[src/rtl/flash_bus_arbiter.sv]
// Two-master Wishbone arbiter in front of the flash slave: round-robin grant held
// for the whole cyc, with a watchdog that aborts transfers the slave never acks.
module flash_bus_arbiter #(
  parameter int TIMEOUT_CYC = 64,
  parameter int CNT_W       = 8
) (
  input  logic        wb_clk_i,
  input  logic        wb_rst_i,
  input  logic [31:0] m0_adr_i,
  input  logic [31:0] m1_adr_i,
  input  logic [31:0] m0_dat_i,
  input  logic [31:0] m1_dat_i,
  output logic [31:0] m0_dat_o,
  output logic [31:0] m1_dat_o,
  input  logic [3:0]  m0_sel_i,
  input  logic [3:0]  m1_sel_i,
  input  logic        m0_we_i,
  input  logic        m1_we_i,
  input  logic        m0_stb_i,
  input  logic        m1_stb_i,
  input  logic        m0_cyc_i,
  input  logic        m1_cyc_i,
  output logic        m0_ack_o,
  output logic        m1_ack_o,
  output logic        m0_err_o,
  output logic        m1_err_o,
  output logic [31:0] s_adr_o,
  output logic [31:0] s_dat_o,
  output logic [3:0]  s_sel_o,
  output logic        s_we_o,
  output logic        s_stb_o,
  output logic        s_cyc_o,
  input  logic [31:0] s_dat_i,
  input  logic        s_ack_i,
  output logic [1:0]  gnt_o
);

  typedef enum logic [1:0] {IDLE, OWN, ABORT} state_e;

  state_e             state_q, state_d;
  logic               owner_q, owner_d;
  logic               prio_q, prio_d;
  logic [CNT_W-1:0]   cnt_q, cnt_d;

  logic req0, req1, own_act, owner_cyc, timeout;

  assign req0      = m0_cyc_i & m0_stb_i;
  assign req1      = m1_cyc_i & m1_stb_i;
  assign own_act   = (state_q == OWN);
  assign owner_cyc = owner_q ? m1_cyc_i : m0_cyc_i;
  // ack in the timeout cycle wins, so the abort needs a missing ack as well
  assign timeout   = own_act & s_stb_o & ~s_ack_i &
                     (cnt_q == CNT_W'(TIMEOUT_CYC - 1));

  // Slave side only sees the owner while in OWN; IDLE and ABORT force it idle.
  always_comb begin
    s_adr_o = '0;
    s_dat_o = '0;
    s_sel_o = '0;
    s_we_o  = 1'b0;
    s_stb_o = 1'b0;
    s_cyc_o = 1'b0;
    if (own_act) begin
      if (owner_q) begin
        s_adr_o = m1_adr_i;
        s_dat_o = m1_dat_i;
        s_sel_o = m1_sel_i;
        s_we_o  = m1_we_i;
        s_stb_o = m1_stb_i;
        s_cyc_o = m1_cyc_i;
      end else begin
        s_adr_o = m0_adr_i;
        s_dat_o = m0_dat_i;
        s_sel_o = m0_sel_i;
        s_we_o  = m0_we_i;
        s_stb_o = m0_stb_i;
        s_cyc_o = m0_cyc_i;
      end
    end
  end

  assign m0_ack_o = own_act & ~owner_q & s_ack_i;
  assign m1_ack_o = own_act &  owner_q & s_ack_i;
  assign m0_err_o = timeout & ~owner_q;
  assign m1_err_o = timeout &  owner_q;
  assign m0_dat_o = (own_act & ~owner_q) ? s_dat_i : 32'h0;
  assign m1_dat_o = (own_act &  owner_q) ? s_dat_i : 32'h0;
  assign gnt_o    = {own_act & owner_q, own_act & ~owner_q};

  always_comb begin
    state_d = state_q;
    owner_d = owner_q;
    prio_d  = prio_q;
    cnt_d   = '0;
    unique case (state_q)
      IDLE: begin
        if (req0 | req1) begin
          owner_d = (req0 & req1) ? prio_q : req1;
          state_d = OWN;
        end
      end
      OWN: begin
        if (timeout) begin
          state_d = ABORT;
        end else if (!owner_cyc) begin
          state_d = IDLE;
          prio_d  = ~owner_q;
        end else if (s_ack_i) begin
          cnt_d = '0;
        end else if (s_stb_o && cnt_q != '1) begin
          cnt_d = cnt_q + CNT_W'(1);
        end else begin
          cnt_d = cnt_q;
        end
      end
      ABORT: begin
        prio_d  = ~owner_q;
        state_d = IDLE;
      end
      default: state_d = IDLE;
    endcase
  end

  always_ff @(posedge wb_clk_i or negedge wb_rst_i) begin
    if (!wb_rst_i) begin
      state_q <= IDLE;
      owner_q <= 1'b0;
      prio_q  <= 1'b0;
      cnt_q   <= '0;
    end else begin
      state_q <= state_d;
      owner_q <= owner_d;
      prio_q  <= prio_d;
      cnt_q   <= cnt_d;
    end
  end

endmodule
[config.mk]
export PLATFORM = sky130hd
export DESIGN_NAME = flash_bus_arbiter
export DESIGN_NICKNAME = d
export VERILOG_FILES = /design/src/rtl/flash_bus_arbiter.sv
export SDC_FILE = /design/constraint.sdc
export NUM_CORES = 1
export LEC_CHECK = 0
export CAP_MARGIN = 20
export CELL_PAD_IN_SITES_DETAIL_PLACEMENT = 2
export CELL_PAD_IN_SITES_GLOBAL_PLACEMENT = 2
export CORE_UTILIZATION = 11
export CTS_CLUSTER_SIZE = 30
export DETAILED_ROUTE_END_ITERATION = 7
export GPL_ROUTABILITY_DRIVEN = 1
export PLACE_DENSITY_LB_ADDON = 0.1
export SLEW_MARGIN = 10
export SYNTH_ARGS = -nofsm -noshare
export SYNTH_HDL_FRONTEND = slang
export SYNTH_SLANG_ARGS = --single-unit
[constraint.sdc]
create_clock -name wb_clk_i -period 4.2 [get_ports wb_clk_i]
set_input_delay 0.84 -clock wb_clk_i [delete_from_list [all_inputs] [get_ports wb_clk_i]]
set_output_delay 0.84 -clock wb_clk_i [all_outputs]
set_load 0.03 [all_outputs]
==> results.toml, run 1 <==
[logic_synthesis]
synth_cells = 314
synth_common_cells = "nor2_1, mux2i_1, and3_1"
synth_area_leaders = "mux2i_1, and3_1, nor2_1"
seq_area_frac_synth = 0.1354
netlist_area_um2 = 2217
syn-num-nets = 494
yosysWarningCount = 0
synth_cell_types = 31
ys.flop_type = "dfrtp_1"
yosys.area.top_type = "mux2i_1"
synth-async-reset-ratio = 1.000
synth.top_cell.area_share = 0.3205
syn_area_per_cell_um2 = 7.061
synth_edf_count = 0
yosysMostFrequentCell = "nor2_1"
ys_ff_latch = 12

[detailed_routing]
ant_nets = 0
wire_per_inst_um = 19.36
drt_iter0_markers = 59
drt-total-wl_um = 16980
route.vias.total = 3528
vias_per_cell = 4.023
dr.pass1.iters = 4
drc = 0

[sta]
tightest_slew_ps = 673.9
rsz0062_at_grt = "false"
clock_skew_ps = 5.894
tns_ps = 0
finalSetupViolations = 0
min_period_over_period = 0.8770
fmax_ghz = 0.2715
slew_violations = 0
finalCriticalPeriod_ps = 3684
relSlewSlack = 0.5391
hold_viol = 0

[power]
power.density_nw_per_um2 = 593.0
p_total_w = 0.003367
leakage_nw = 2.503
vdd_drop_max_mv = 0.4599

[clocking]
clock_path_buffers = 2
cts_tree = "done"
cts_made_buffers = 3
h-tree-depth = 1
cts_setup_buffers = 0
path_clk_slew_ps = 50
cts_num_sinks = 12
cts_resized = 0
worstSkewPairLatency_ps = 240
holdBufCountCts = 0
cts_root_buffer = "clkbuf_16"

[worst_setup_path]
r2r_slack_ps = 1780
crit_type = "input port to output port"
worst_setup_path_start_kind = "input port"
endpoint_kind = "output port"
rr_worst_depth = 6
cpPeakStageDelay_ps = 660
crit_slowest_cell = "or4b_1"
regToRegStartpoint = "state_q[1]"
required_ps = 3360
crit_arrival_ps = 2840
r2r_end = "prio_q"
path_cells = "clkdlybuf4s50_1 -> or4b_1 -> or4b_1 -> nor2_1 -> buf_4"
cp_common_cell = "or4b_1"
cp_max_fo = 6

[floorplanning]
rows = 51
die_w_um = 144.0
coreArea_um2 = 19590
die_area_um2 = 20730
start_util = 0.1132
num_io_pins = 318
die_h_um = 144.0

[hold_path]
hp-class = "flop to flop"
min_path_cells = 1
min_from = "prio_q"
hold_end = "prio_q"

[finish]
nFillCells = 2261
areaGrowthSynthToFinish_pct = 156.1
num-nets-final = 790
drive_gt1_frac = 0.1478

[place]
port-buffer-count = 317
gp_congestion = 0.7247
hpwl_um = 14070

[outcome]
outcome = "complete, no violations"

[grt]
grt-ovfl-total = 0
globalRouteTotalUtil = 0.1486
grt_pass1_vias = 3504
grt_pass1_wl_um = 22850
antenna_found_initial = 4
grt_max_degree = 65

[flow_run]
drv_cap = 0
critical path: cells and delay by family:
family | cells | cell delay [ps]
buf+inv | 2 | 660
simple gates | 3 | 1340
power breakdown:
part           leakage (nW)  total, W  switching (W)  internal (W)
sequential            0.160  0.000219      0.0000858      0.000133
combinational          2.30   0.00295        0.00174       0.00121
clock                0.0442  0.000200      0.0000554      0.000144
total                  2.50   0.00337        0.00188       0.00149
layer usage:
layer	up-vias	track usage	routed length, um
met5	-	0	18
met4	2	0.01904	67
met3	6	0.03709	1311
met2	128	0.3038	9513
met1	1703	0.1521	6065
li1	1689	-	-
flip-flops by register name, summed over array words and instances (netlist names):
| register | flops |
|---|---|
| owner_q | 1 |
| state_q | 2 |
| prio_q | 1 |
| cnt_q | 8 |
final cells by class:
class / instances / area (um2) / share of cell area
sequential: 12 / 304.0 / 0.05355
clock buffer: 4 / 88.84 / 0.01565
tap: 265 / 331.6 / 0.05840
antenna: 3 / 7.507 / 0.001322
timing repair buffer: 322 / 3151 / 0.5549
multi-input combinational: 266 / 1777 / 0.3129
inverter: 5 / 18.77 / 0.003305
through the flow:
stage                 util  instance area [um2]  hold slack [ps]  worst slack [ps]  cells
floorplan                -                 2217            469.8              1029    314
global placement    0.2849                 5582            495.5             540.1    870
detailed placement  0.2849                 5582            505.3             526.2    870
CTS                 0.2895                 5670            516.7             519.3    874
global route        0.2895                 5670            546.5             437.7    874
finish              0.2898                 5678            510.0             516.4    877
layout by cell type (no fill, tap or decap), types with 2 or more instances in the layout:
| master | n |
|---|---|
| diode_2 | 3 |
| clkbuf_16 | 3 |
| mux2i_1 | 71 |
| a21oi_1 | 4 |
| nand3_1 | 2 |
| mux2_2 | 2 |
| buf_12 | 10 |
| clkdlybuf4s50_1 | 243 |
| a2111oi_0 | 2 |
| nor2_1 | 81 |
| ha_1 | 3 |
| dfrtp_1 | 11 |
| a211o_1 | 2 |
| inv_1 | 4 |
| buf_4 | 69 |
| or4b_1 | 2 |
| nor3_1 | 2 |
| nand2_1 | 10 |
| xnor2_1 | 4 |
| and3_1 | 68 |
| o21ai_0 | 2 |
how the worst max path moves through the flow:
stage               cells after the start  slack (ps)     from        to
CTS                                     5         520  s_ack_i  m1_err_o
finish                                  5         520  s_ack_i  m1_err_o
global route                            5         440  s_ack_i  m0_err_o
floorplan                               4        1030  s_ack_i  m0_err_o
global placement                        5         540  s_ack_i  m0_err_o
detailed placement                      5         530  s_ack_i  m1_err_o
logic make-up after synthesis:
family                     synth area share
AOI/OAI and AO/OA                   0.04346
xor gates and xnor gates            0.01975
adders and majority gates           0.01693
buffers and inverters               0.06320
DFF                                  0.1354
muxes                                0.3409
and+or+nand+nor                      0.3804
Power figures use the tool's default switching activity.
==> run 2: changes to the inputs <==
--- a/config.mk
+++ b/config.mk
@@ -5,9 +5,10 @@
 export SDC_FILE = /design/constraint.sdc
 export NUM_CORES = 1
 export LEC_CHECK = 0
-export CAP_MARGIN = 20
+export CAP_MARGIN = 30
 export CELL_PAD_IN_SITES_DETAIL_PLACEMENT = 2
 export CELL_PAD_IN_SITES_GLOBAL_PLACEMENT = 2
+export CORE_ASPECT_RATIO = 0.8
 export CORE_UTILIZATION = 11
 export CTS_CLUSTER_SIZE = 30
 export DETAILED_ROUTE_END_ITERATION = 7
==> run 2 against run 1 <==
Maximum frequency down 0.78%. Die area is essentially flat. Worst hold slack improved by 0.97 ps. Routed wire length decreased by 3.4%. Utilization shrank 0.92 points. Flip-flop and latch count unchanged. First-iteration DRC count rose by 39%. Clock power decreased by 2%. Sequential share of layout area increased by 0.12 points. Combinational power shrank 2%. Setup slack lost 29 ps. Critical endpoint unchanged. Highest routed layer is now met4.
==> results.toml, run 2 (synthesized netlist as in run 1, its figures left out) <==
[outcome]
outcome = "complete, no violations"

[sta]
tns_ps = 0
min_period_over_period = 0.8839
finalCriticalPeriod_ps = 3713
rsz0062_at_grt = "false"
slew_violations = 0
fmax_ghz = 0.2694
relSlewSlack = 0.4400
hold_viol = 0
finalSetupViolations = 0
clock_skew_ps = 2.458
tightest_slew_ps = 840.1

[finish]
layout_commonest_cell = "clkdlybuf4s50_1"
num-nets-final = 790
instances_no_fill = 873
areaGrowthSynthToFinish_pct = 150.6
nFillCells = 2274
antenna_cells = 0
multiInputGateArea_um2 = 1777
drive_gt1_frac = 0.1478
fin_util = 0.2807
largest_reg_flops = 8
regArea_um2 = 304.0
biggestRegsByFlops = "cnt_q: 8 flops, state_q: 2 flops"
regMostFlops = "cnt_q"
most-common-layout-cells = "clkdlybuf4s50_1, nor2_1, buf_4"

[clocking]
cts_resized = 0
cts_root_buffer = "clkbuf_16"
path_clk_slew_ps = 40
cts_made_buffers = 3
cts_num_sinks = 12
h-tree-depth = 1
holdBufCountCts = 0
clock_path_buffers = 2
worstSkewPairLatency_ps = 240
cts_tree = "done"
cts_setup_buffers = 0

[worst_setup_path]
regToRegStartpoint = "cnt_q[0]"
r2r_slack_ps = 1870
r2r_end = "prio_q"
crit_arrival_ps = 2870
required_ps = 3360
endpoint_kind = "output port"
rr_worst_depth = 5
cp_max_fo = 6
worst_setup_path_start_kind = "input port"
crit_type = "input port to output port"

[detailed_routing]
drc = 0
drt_iter0_markers = 82
wire_per_inst_um = 18.78
ant_nets = 0
route.vias.total = 3492
drt-total-wl_um = 16390
dr.pass1.iters = 4
vias_per_cell = 4.000

[power]
vdd_drop_max_mv = 0.1769
power.density_nw_per_um2 = 587.0
leakage_nw = 2.470

[place]
hpwl_um = 13650
port-buffer-count = 317
place_inst = 869
gp_congestion = 0.8001

[flow_run]
drv_cap = 0

[grt]
grt_pass1_wl_um = 23140
grt-ovfl-total = 0
globalRouteTotalUtil = 0.1450
antenna_found_initial = 0
grt_max_degree = 68
grt_pass1_vias = 3516

[floorplanning]
start_util = 0.1120
coreArea_um2 = 19800
die_area_um2 = 20730
num_io_pins = 318
die_w_um = 160.7
die_h_um = 129.0
rows = 46

[hold_path]
hp-class = "flop to flop"
min_path_cells = 1
min_from = "prio_q"
hold_end = "prio_q"
==> run 2: area by class of cell <==
class                   count  area share
clock buffers               4     0.01599
inverters                   5    0.003378
flip-flops and latches     12     0.05472
multi-input cells         266      0.3197
repair buffers            322      0.5467
well taps                 264     0.05945
==> run 2: per-stage QoR <==
step	power [W]	hold slack [ps]	setup slack, ps	area, um2
after floorplan	0.001917	469.8	1029	2217
after global placement	0.003075	501.1	537.5	5468
after detailed placement	0.003115	502.7	488.7	5468
after CTS	0.003321	512.6	490.2	5557
after global routing	0.003452	524.0	448.4	5557
final	0.003262	511.0	487.5	5557
==> run 2: worst max path at each step <==
stage	start	to	slack [ps]	depth (start not counted)
CTS	s_ack_i	m1_err_o	490	5
global route	s_ack_i	m0_err_o	450	5
detailed placement	s_ack_i	m1_err_o	490	5
global placement	s_ack_i	m0_err_o	540	5
floorplan	s_ack_i	m0_err_o	1030	4
finish	s_ack_i	m1_err_o	490	5
==> run 2: per-layer routing <==
metal | global-route usage | share of wire | vias up
li1 | - | - | 1686
met1 | 0.1614 | 0.38 | 1692
met2 | 0.2923 | 0.56 | 106
met3 | 0.02676 | 0.049 | 8
met4 | 0.01609 | 0.0084 | 0
met5 | 0 | 0 | -
==> run 2: worst max-delay path: stages <==
cell and delay [ps]:
clkdlybuf4s50_1 520, or4b_1 520, or4b_1 650, nor2_1 170, buf_4 180
==> run 2: report_power, final <==
| part | switching, W | internal [W] | total, W |
|---|---|---|---|
| sequential | 0.0000421 | 0.000134 | 0.000176 |
| clock | 0.0000522 | 0.000144 | 0.000196 |
| combinational | 0.00176 | 0.00113 | 0.00289 |
